`src/rtl/uart_arb_pkg.sv`:
```
// -----------------------------------------------------------------------------
// uart_arb_pkg
// Shared definitions for the UART register-port arbiter:
//   - arb_state_e       : arbiter FSM encoding (IDLE=0, WAIT_RD=1, ACK=2)
//   - RBR_OFFSET        : receive-buffer register offset (0x0)
//   - THR_OFFSET        : transmit-holding register offset (0x4)
//   - BASE_ADDR_DEFAULT : default UART window base address
//   - in_uart_window()  : decode of a read that has a responder behind it
// -----------------------------------------------------------------------------
package uart_arb_pkg;

  typedef enum logic [1:0] {
    ST_IDLE    = 2'd0,
    ST_WAIT_RD = 2'd1,
    ST_ACK     = 2'd2
  } arb_state_e;

  localparam logic [31:0] RBR_OFFSET        = 32'h0000_0000;
  localparam logic [31:0] THR_OFFSET        = 32'h0000_0004;
  localparam logic [31:0] BASE_ADDR_DEFAULT = 32'h1001_0000;

  // A read only reaches the controller when the upper half matches the window
  // and the register field selects the one readable register (RBR).
  function automatic logic in_uart_window(input logic [15:0] addr_hi,
                                          input logic [3:0]  addr_reg,
                                          input logic [15:0] base_hi);
    return (addr_hi == base_hi) && (addr_reg == RBR_OFFSET[5:2]);
  endfunction

endpackage

```
`src/rtl/uart_bus_arbiter_rr_arbiter.sv`:
```
// -----------------------------------------------------------------------------
// rr_arbiter
// Purely combinational round-robin picker. The search starts at ptr_i and
// wraps modulo NUM_REQ; the first asserted request wins. Pointer storage is
// owned by the parent.
// Ports:
//   req_i   : request vector
//   ptr_i   : index with highest priority this cycle (must be < NUM_REQ)
//   grant_o : one-hot grant (all zero when no request)
//   idx_o   : encoded winner index
//   valid_o : at least one request present
// -----------------------------------------------------------------------------
module rr_arbiter #(
  parameter int unsigned NUM_REQ = 2,
  parameter int unsigned IW      = 1
) (
  input  logic [NUM_REQ-1:0] req_i,
  input  logic [IW-1:0]      ptr_i,
  output logic [NUM_REQ-1:0] grant_o,
  output logic [IW-1:0]      idx_o,
  output logic               valid_o
);

  logic [IW:0]   cand_s;
  logic          found_s;
  logic [IW-1:0] win_s;

  // Rotating priority search starting at the pointer.
  always_comb begin
    cand_s  = '0;
    found_s = 1'b0;
    win_s   = '0;
    for (int k = 0; k < NUM_REQ; k++) begin
      cand_s = {1'b0, ptr_i} + (IW+1)'(k);
      if (cand_s >= (IW+1)'(NUM_REQ)) begin
        cand_s = cand_s - (IW+1)'(NUM_REQ);
      end else begin
        cand_s = cand_s;
      end
      if (!found_s && req_i[cand_s[IW-1:0]]) begin
        found_s = 1'b1;
        win_s   = cand_s[IW-1:0];
      end else begin
        found_s = found_s;
      end
    end
  end

  assign valid_o = found_s;
  assign idx_o   = win_s;
  assign grant_o = found_s ? (NUM_REQ'(1) << win_s) : '0;

endmodule

```
`src/rtl/uart_bus_arbiter.sv`:
```
// -----------------------------------------------------------------------------
// uart_bus_arbiter
// Shares the UART controller's single 32-bit register port between NUM_REQ
// level-held requesters. One transaction at a time, round-robin fairness,
// exactly-one-cycle wren/rden pulses toward the controller, one-cycle ack back.
//
// Optional build macro UART_ARB_TIMEOUT_EN: WAIT_RD gives up after
// TIMEOUT_CYC cycles and completes with rdata=0, err=1. Without it a read
// waits for m_valid_i indefinitely.
//
// Ports:
//   clk_i, rst_n_i            : clock, asynchronous active-low reset
//   req_i / req_we_i          : per-requester request (held to ack) / 1=write
//   req_addr_i / req_wdata_i  : flattened 32-bit fields, requester i at [32i+:32]
//   ack_o                     : one-hot, one-cycle completion
//   rdata_o / err_o           : completion data / error, held until next ack
//   m_addr_o / m_wdata_o      : latched address / write data to the controller
//   m_wren_o / m_rden_o       : single-cycle write / read pulses
//   m_rdata_i / m_valid_i     : controller read data / read-valid
// -----------------------------------------------------------------------------
module uart_bus_arbiter
  import uart_arb_pkg::*;
#(
  parameter int unsigned NUM_REQ     = 2,
  parameter logic [31:0] BASE_ADDR   = BASE_ADDR_DEFAULT,
  parameter int unsigned TIMEOUT_CYC = 16
) (
  input  logic                  clk_i,
  input  logic                  rst_n_i,
  input  logic [NUM_REQ-1:0]    req_i,
  input  logic [NUM_REQ-1:0]    req_we_i,
  input  logic [32*NUM_REQ-1:0] req_addr_i,
  input  logic [32*NUM_REQ-1:0] req_wdata_i,
  output logic [NUM_REQ-1:0]    ack_o,
  output logic [31:0]           rdata_o,
  output logic                  err_o,
  output logic [31:0]           m_addr_o,
  output logic                  m_wren_o,
  output logic                  m_rden_o,
  output logic [31:0]           m_wdata_o,
  input  logic [31:0]           m_rdata_i,
  input  logic                  m_valid_i
);

  localparam int unsigned IW = (NUM_REQ > 1) ? $clog2(NUM_REQ) : 1;

  arb_state_e          state_r, state_s;
  logic [IW-1:0]       ptr_r, ptr_s;
  logic [IW-1:0]       idx_r, idx_s;
  logic                pend_err_r, pend_err_s;
  logic [31:0]         m_addr_r, m_addr_s;
  logic [31:0]         m_wdata_r, m_wdata_s;
  logic                m_wren_r, m_wren_s;
  logic                m_rden_r, m_rden_s;
  logic [NUM_REQ-1:0]  ack_r, ack_s;
  logic [31:0]         rdata_r, rdata_s;
  logic                err_r, err_s;

`ifdef UART_ARB_TIMEOUT_EN
  localparam int unsigned TW = $clog2(TIMEOUT_CYC) + 1;
  logic [TW-1:0]       tmo_r, tmo_s;
`endif

  logic [31:0]         addr_arr_s  [NUM_REQ];
  logic [31:0]         wdata_arr_s [NUM_REQ];
  logic [NUM_REQ-1:0]  gnt_onehot_s;
  logic [IW-1:0]       gnt_idx_s;
  logic                gnt_valid_s;
  logic [NUM_REQ-1:0]  ack_onehot_s;

  for (genvar g = 0; g < NUM_REQ; g++) begin : g_unpack
    assign addr_arr_s[g]  = req_addr_i[32*g +: 32];
    assign wdata_arr_s[g] = req_wdata_i[32*g +: 32];
  end

  rr_arbiter #(
    .NUM_REQ (NUM_REQ),
    .IW      (IW)
  ) u_rr (
    .req_i   (req_i),
    .ptr_i   (ptr_r),
    .grant_o (gnt_onehot_s),
    .idx_o   (gnt_idx_s),
    .valid_o (gnt_valid_s)
  );

  assign ack_onehot_s = NUM_REQ'(1) << idx_r;

  // Next-state and next-output logic. ACK spans two cycles: the first issues
  // the ack register, the second (ack visible) returns to IDLE, so a request
  // still high while its ack is on the wire is never mistaken for a new one.
  always_comb begin
    state_s    = state_r;
    ptr_s      = ptr_r;
    idx_s      = idx_r;
    pend_err_s = pend_err_r;
    m_addr_s   = m_addr_r;
    m_wdata_s  = m_wdata_r;
    m_wren_s   = 1'b0;
    m_rden_s   = 1'b0;
    ack_s      = '0;
    rdata_s    = rdata_r;
    err_s      = err_r;
`ifdef UART_ARB_TIMEOUT_EN
    tmo_s      = tmo_r;
`endif
    case (state_r)
      ST_IDLE: begin
        if (gnt_valid_s) begin
          idx_s     = gnt_idx_s;
          m_addr_s  = addr_arr_s[gnt_idx_s];
          m_wdata_s = wdata_arr_s[gnt_idx_s];
          if (gnt_idx_s == IW'(NUM_REQ-1)) begin
            ptr_s = '0;
          end else begin
            ptr_s = gnt_idx_s + IW'(1);
          end
          if (req_we_i[gnt_idx_s]) begin
            m_wren_s   = 1'b1;
            pend_err_s = 1'b0;
            state_s    = ST_ACK;
          end else if (in_uart_window(addr_arr_s[gnt_idx_s][31:16],
                                      addr_arr_s[gnt_idx_s][5:2],
                                      BASE_ADDR[31:16])) begin
            m_rden_s = 1'b1;
            state_s  = ST_WAIT_RD;
`ifdef UART_ARB_TIMEOUT_EN
            tmo_s    = '0;
`endif
          end else begin
            // No responder behind this address: complete with an error.
            pend_err_s = 1'b1;
            state_s    = ST_ACK;
          end
        end else begin
          state_s = ST_IDLE;
        end
      end
      ST_WAIT_RD: begin
        if (m_valid_i) begin
          rdata_s = m_rdata_i;
          err_s   = 1'b0;
          ack_s   = ack_onehot_s;
          state_s = ST_ACK;
        end else begin
`ifdef UART_ARB_TIMEOUT_EN
          if (tmo_r == TW'(TIMEOUT_CYC-1)) begin
            rdata_s = 32'h0000_0000;
            err_s   = 1'b1;
            ack_s   = ack_onehot_s;
            state_s = ST_ACK;
          end else begin
            tmo_s   = tmo_r + TW'(1);
            state_s = ST_WAIT_RD;
          end
`else
          state_s = ST_WAIT_RD;
`endif
        end
      end
      ST_ACK: begin
        if (|ack_r) begin
          state_s = ST_IDLE;
        end else begin
          ack_s   = ack_onehot_s;
          rdata_s = 32'h0000_0000;
          err_s   = pend_err_r;
          state_s = ST_ACK;
        end
      end
      default: begin
        state_s = ST_IDLE;
      end
    endcase
  end

  // State, latched transaction fields and registered outputs.
  always_ff @(posedge clk_i or negedge rst_n_i) begin
    if (!rst_n_i) begin
      state_r    <= ST_IDLE;
      ptr_r      <= '0;
      idx_r      <= '0;
      pend_err_r <= 1'b0;
      m_addr_r   <= 32'h0000_0000;
      m_wdata_r  <= 32'h0000_0000;
      m_wren_r   <= 1'b0;
      m_rden_r   <= 1'b0;
      ack_r      <= '0;
      rdata_r    <= 32'h0000_0000;
      err_r      <= 1'b0;
`ifdef UART_ARB_TIMEOUT_EN
      tmo_r      <= '0;
`endif
    end else begin
      state_r    <= state_s;
      ptr_r      <= ptr_s;
      idx_r      <= idx_s;
      pend_err_r <= pend_err_s;
      m_addr_r   <= m_addr_s;
      m_wdata_r  <= m_wdata_s;
      m_wren_r   <= m_wren_s;
      m_rden_r   <= m_rden_s;
      ack_r      <= ack_s;
      rdata_r    <= rdata_s;
      err_r      <= err_s;
`ifdef UART_ARB_TIMEOUT_EN
      tmo_r      <= tmo_s;
`endif
    end
  end

  assign ack_o     = ack_r;
  assign rdata_o   = rdata_r;
  assign err_o     = err_r;
  assign m_addr_o  = m_addr_r;
  assign m_wdata_o = m_wdata_r;
  assign m_wren_o  = m_wren_r;
  assign m_rden_o  = m_rden_r;

endmodule

```
`config.mk`:
```
export PLATFORM = sky130hd
export DESIGN_NAME = uart_bus_arbiter
export DESIGN_NICKNAME = d
export VERILOG_FILES = /design/src/rtl/uart_arb_pkg.sv /design/src/rtl/uart_bus_arbiter_rr_arbiter.sv /design/src/rtl/uart_bus_arbiter.sv
export SDC_FILE = /design/constraint.sdc
export NUM_CORES = 1
export LEC_CHECK = 0
export ABC_AREA = 1
export ABC_CLOCK_PERIOD_IN_PS = 1920
export CORE_MARGIN = 5
export CORE_UTILIZATION = 37
export CTS_CLUSTER_SIZE = 16
export DETAILED_ROUTE_END_ITERATION = 8
export PLACE_DENSITY = 0.81
export SLEW_MARGIN = 20
export SYNTH_ARGS = -nofsm -noshare
export SYNTH_HDL_FRONTEND = slang
export SYNTH_SLANG_ARGS = --single-unit
```
`constraint.sdc`:
```
create_clock -name clk_i -period 1.92 [get_ports clk_i]
set_input_delay 0.384 -clock clk_i [delete_from_list [all_inputs] [get_ports clk_i]]
set_output_delay 0.384 -clock clk_i [all_outputs]
set_load 0.02 [all_outputs]
```
==> results.md <==
* Layout cells sized above 1 at ~7%
* CP Max Fanout at 2
* Delay-heaviest family, CP: buffers and inverters
* 1st-pass router iterations at 5
* CTS clk-pin slew, worst paths at about 70 ps
* Commonest non-fill, non-tap cells in the layout: clkdlybuf4s50_1, nand3_1, nand2_1, dfrtp_1, inv_1
* Post-Syn Area at about 5100 sq um
* Slew headroom at between 60% and 70%
* IO Count at about 270
* Die X at roughly 130 um
* Post-Place Cells at ~1100
* Max stage delay on crit path at about 680 ps
* Most common cell after layout, fill and taps aside: clkdlybuf4s50_1
* Global-route wire length before repair at between 20000 and 30000 um
* VDD IR max at between 0.0007 and 0.0008 V
* Yosys top cell by area: dfrtp_1
* Syn_nets at 800
* Crit path capture type: output port
* CP startpoint: m_addr_o[28]
* Worst Clk Skew at 7.993 ps
* Worst path depth at 1
* Port Buf Inserts at approximately 270
* Synth top area share at roughly half
* GRT Residual Overflow at 0
* Layout Cells excl Fill at ~1100
* DR WL/cell at ~16 um
* Post-Synth Adder-Cell Area at less than 1%
* Top cells by area, synth: dfrtp_1, nand3_1, nand2_1, o21ai_0, inv_1
* Max_cap viols at 0
* Netlist cell types at 25
* Worst path cell trace: clkdlybuf4s50_1
* Worst Max-Slew Pin Slew at 491.2 ps
* Mapped Cells at 629
* Worst-case reg-to-reg path depth at 8
* Die area at roughly 16000 sq um
* Slew Viols, Final at 0
* Synth Warn # at 0
* Post-synthesis simple-gate area fraction at between 30% and 40%
* Fill cells at 1206
* Compound-Gate Fraction of Synth Area at 6.538%
* Final setup viols at 0
* RSZ-0062 raised after global routing: false
* #FFs+latches synth at 106
* Buf/Inv on CP at 1
* CTS tree: built
* Diode count at 0
* Main combinational cell family by area after synthesis: simple AND/OR/NAND/NOR gates
* CP max-delay cell: clkdlybuf4s50_1
* Setup Buffers After CTS at 0
* Final nets at about 1100
* TritonCTS Buffers at 9
* Final ANT Viol Nets at 0
* CTS max path bufs at 2
* Total power at around 12 mW
* Power Density at between 1000 and 1500 nW/um^2
* Post-Synth XOR/XNOR Area at 0%
* Worst-Skew Late Latency at 350 ps
* Initial core utilization at ~37%
* Core area at 13720 sq um
* Post-CTS sizing at 0
* Num Clock Sinks at 106
* Initial antenna violation count at 0
* GP Congestion at approximately 0.86
* Crit path kind: reg -> out
* CTS H-tree depth at 3
* CP Launch Type: register
* Seq/Total Area, Yosys at between 50% and 60%
* Largest net degree at the start of global routing at 58
* Synth-to-layout area growth at 67.07%
* Die Y at roughly 130 um
* Final TNS setup at 0 ps
* DRC viols at 0
* Drt total wl at 17560 um
* Leak at 3.812 nW
* Hold Fails Final Rpt at 0
* Worst endpoint required time at 1540 ps
* Worst hold margin at approximately 380 ps
* Vias post-DR at 5386
* Hold WC Path Type: in -> async
* Maximum clock frequency at roughly 570 MHz
* Period utilization at about nine tenths
* Crit path DAT at roughly 1400 ps
* Root buf cell: clkbuf_16
* Row count at 43
* Multiplexer share of the synthesized area at 0%
* Via/cell ratio at approximately 5.0
* DRT iter0 DRCs at roughly 400
* Total track usage at around 22%
* DP HPWL at between 10000 and 15000 um
* R2r startpoint: state_r[1]
* Final worst path period need at 1753 ps
* Status: complete, no violations
* CTS Hold Bufs at 1
* Synthesized area per cell at ~8.1 sq um
* Number of global-route vias before repair at about 5300
-- stage by stage --
step	area [sq um]	setup WS, ps	util (%)
global route	8537	8.064	62.23
CTS	8537	132.4	62.23
global placement	8220	-129.7	59.92
detailed placement	8220	-153.9	59.92
floorplan	5110	314.5	-
finish	8537	166.5	62.23
-- metal layers --
metal	vias up	GRT usage, %	share of wire [%]
met5	-	0	0
met3	40	4.682	7.2
met2	231	34.38	48
met4	0	9.022	2.8
met1	2503	28.35	42
li1	2612	-	-
-- cells by family (layout without fill, tap and decap cells) --
group	count (synthesis)	in the layout
AND/OR/NAND/NOR	350	350
buffers and inverters	107	380
flip-flops	106	106
AO/OA/AOI/OAI	62	62
adder cells (fa/ha/maj)	4	4
-- area by class of cell --
cell class	count	area [sq um]	share of cell area, %
inverters	62	232.7	2.726
repair buffers	304	3100	36.32
multi-input cells	416	2019	23.66
clock buffers	10	229.0	2.682
clock inverters	4	77.57	0.9087
well taps	180	225.2	2.638
flip-flops and latches	106	2653	31.07
-- state kept, by name (all words and copies together) (netlist names) --
| name | count |
|---|---|
| pend_err_r | 1 |
| ack_o | 2 |
| err_o | 1 |
| rdata_o | 32 |
| ptr_r | 1 |
| m_wren_o | 1 |
| m_wdata_o | 32 |
| state_r | 2 |
| idx_r | 1 |
| m_addr_o | 32 |
| m_rden_o | 1 |
-- synth_stat cells --
library cell	instances
nand2_4	1
a21oi_1	2
buf_2	19
a211oi_2	1
buf_6	3
inv_1	58
clkbuf_1	16
nand2_8	1
a31oi_1	5
buf_4	2
dfrtp_1	106
nor2_2	2
nand3b_1	9
a22oi_1	1
o21ai_2	1
ha_1	4
nor2_1	25
a21oi_2	1
nand3_2	1
nand2_1	123
inv_2	4
o21ai_0	51
nor3_1	2
buf_1	5
nand3_1	186
-- path summary, 6_finish.rpt --
path                       slack, ps            end
setup / recovery                 170   m_addr_o[28]
hold / removal                   380  m_wdata_o[16]
setup reg to reg                 230     rdata_o[2]
hold reg to reg                  490   m_addr_o[23]
max in group asynchronous       1020   m_addr_o[29]
min in group clk_i               490   m_addr_o[23]
-- report_power, final --
part	leakage, nW	internal [mW]	switching (mW)
Clock	0.149	1.14	0.815
Sequential	1.33	3.19	0.530
Combinational	2.33	2.96	3.62
Total	3.81	7.28	4.97
No activity file was read; power rests on OpenSTA's default activity.
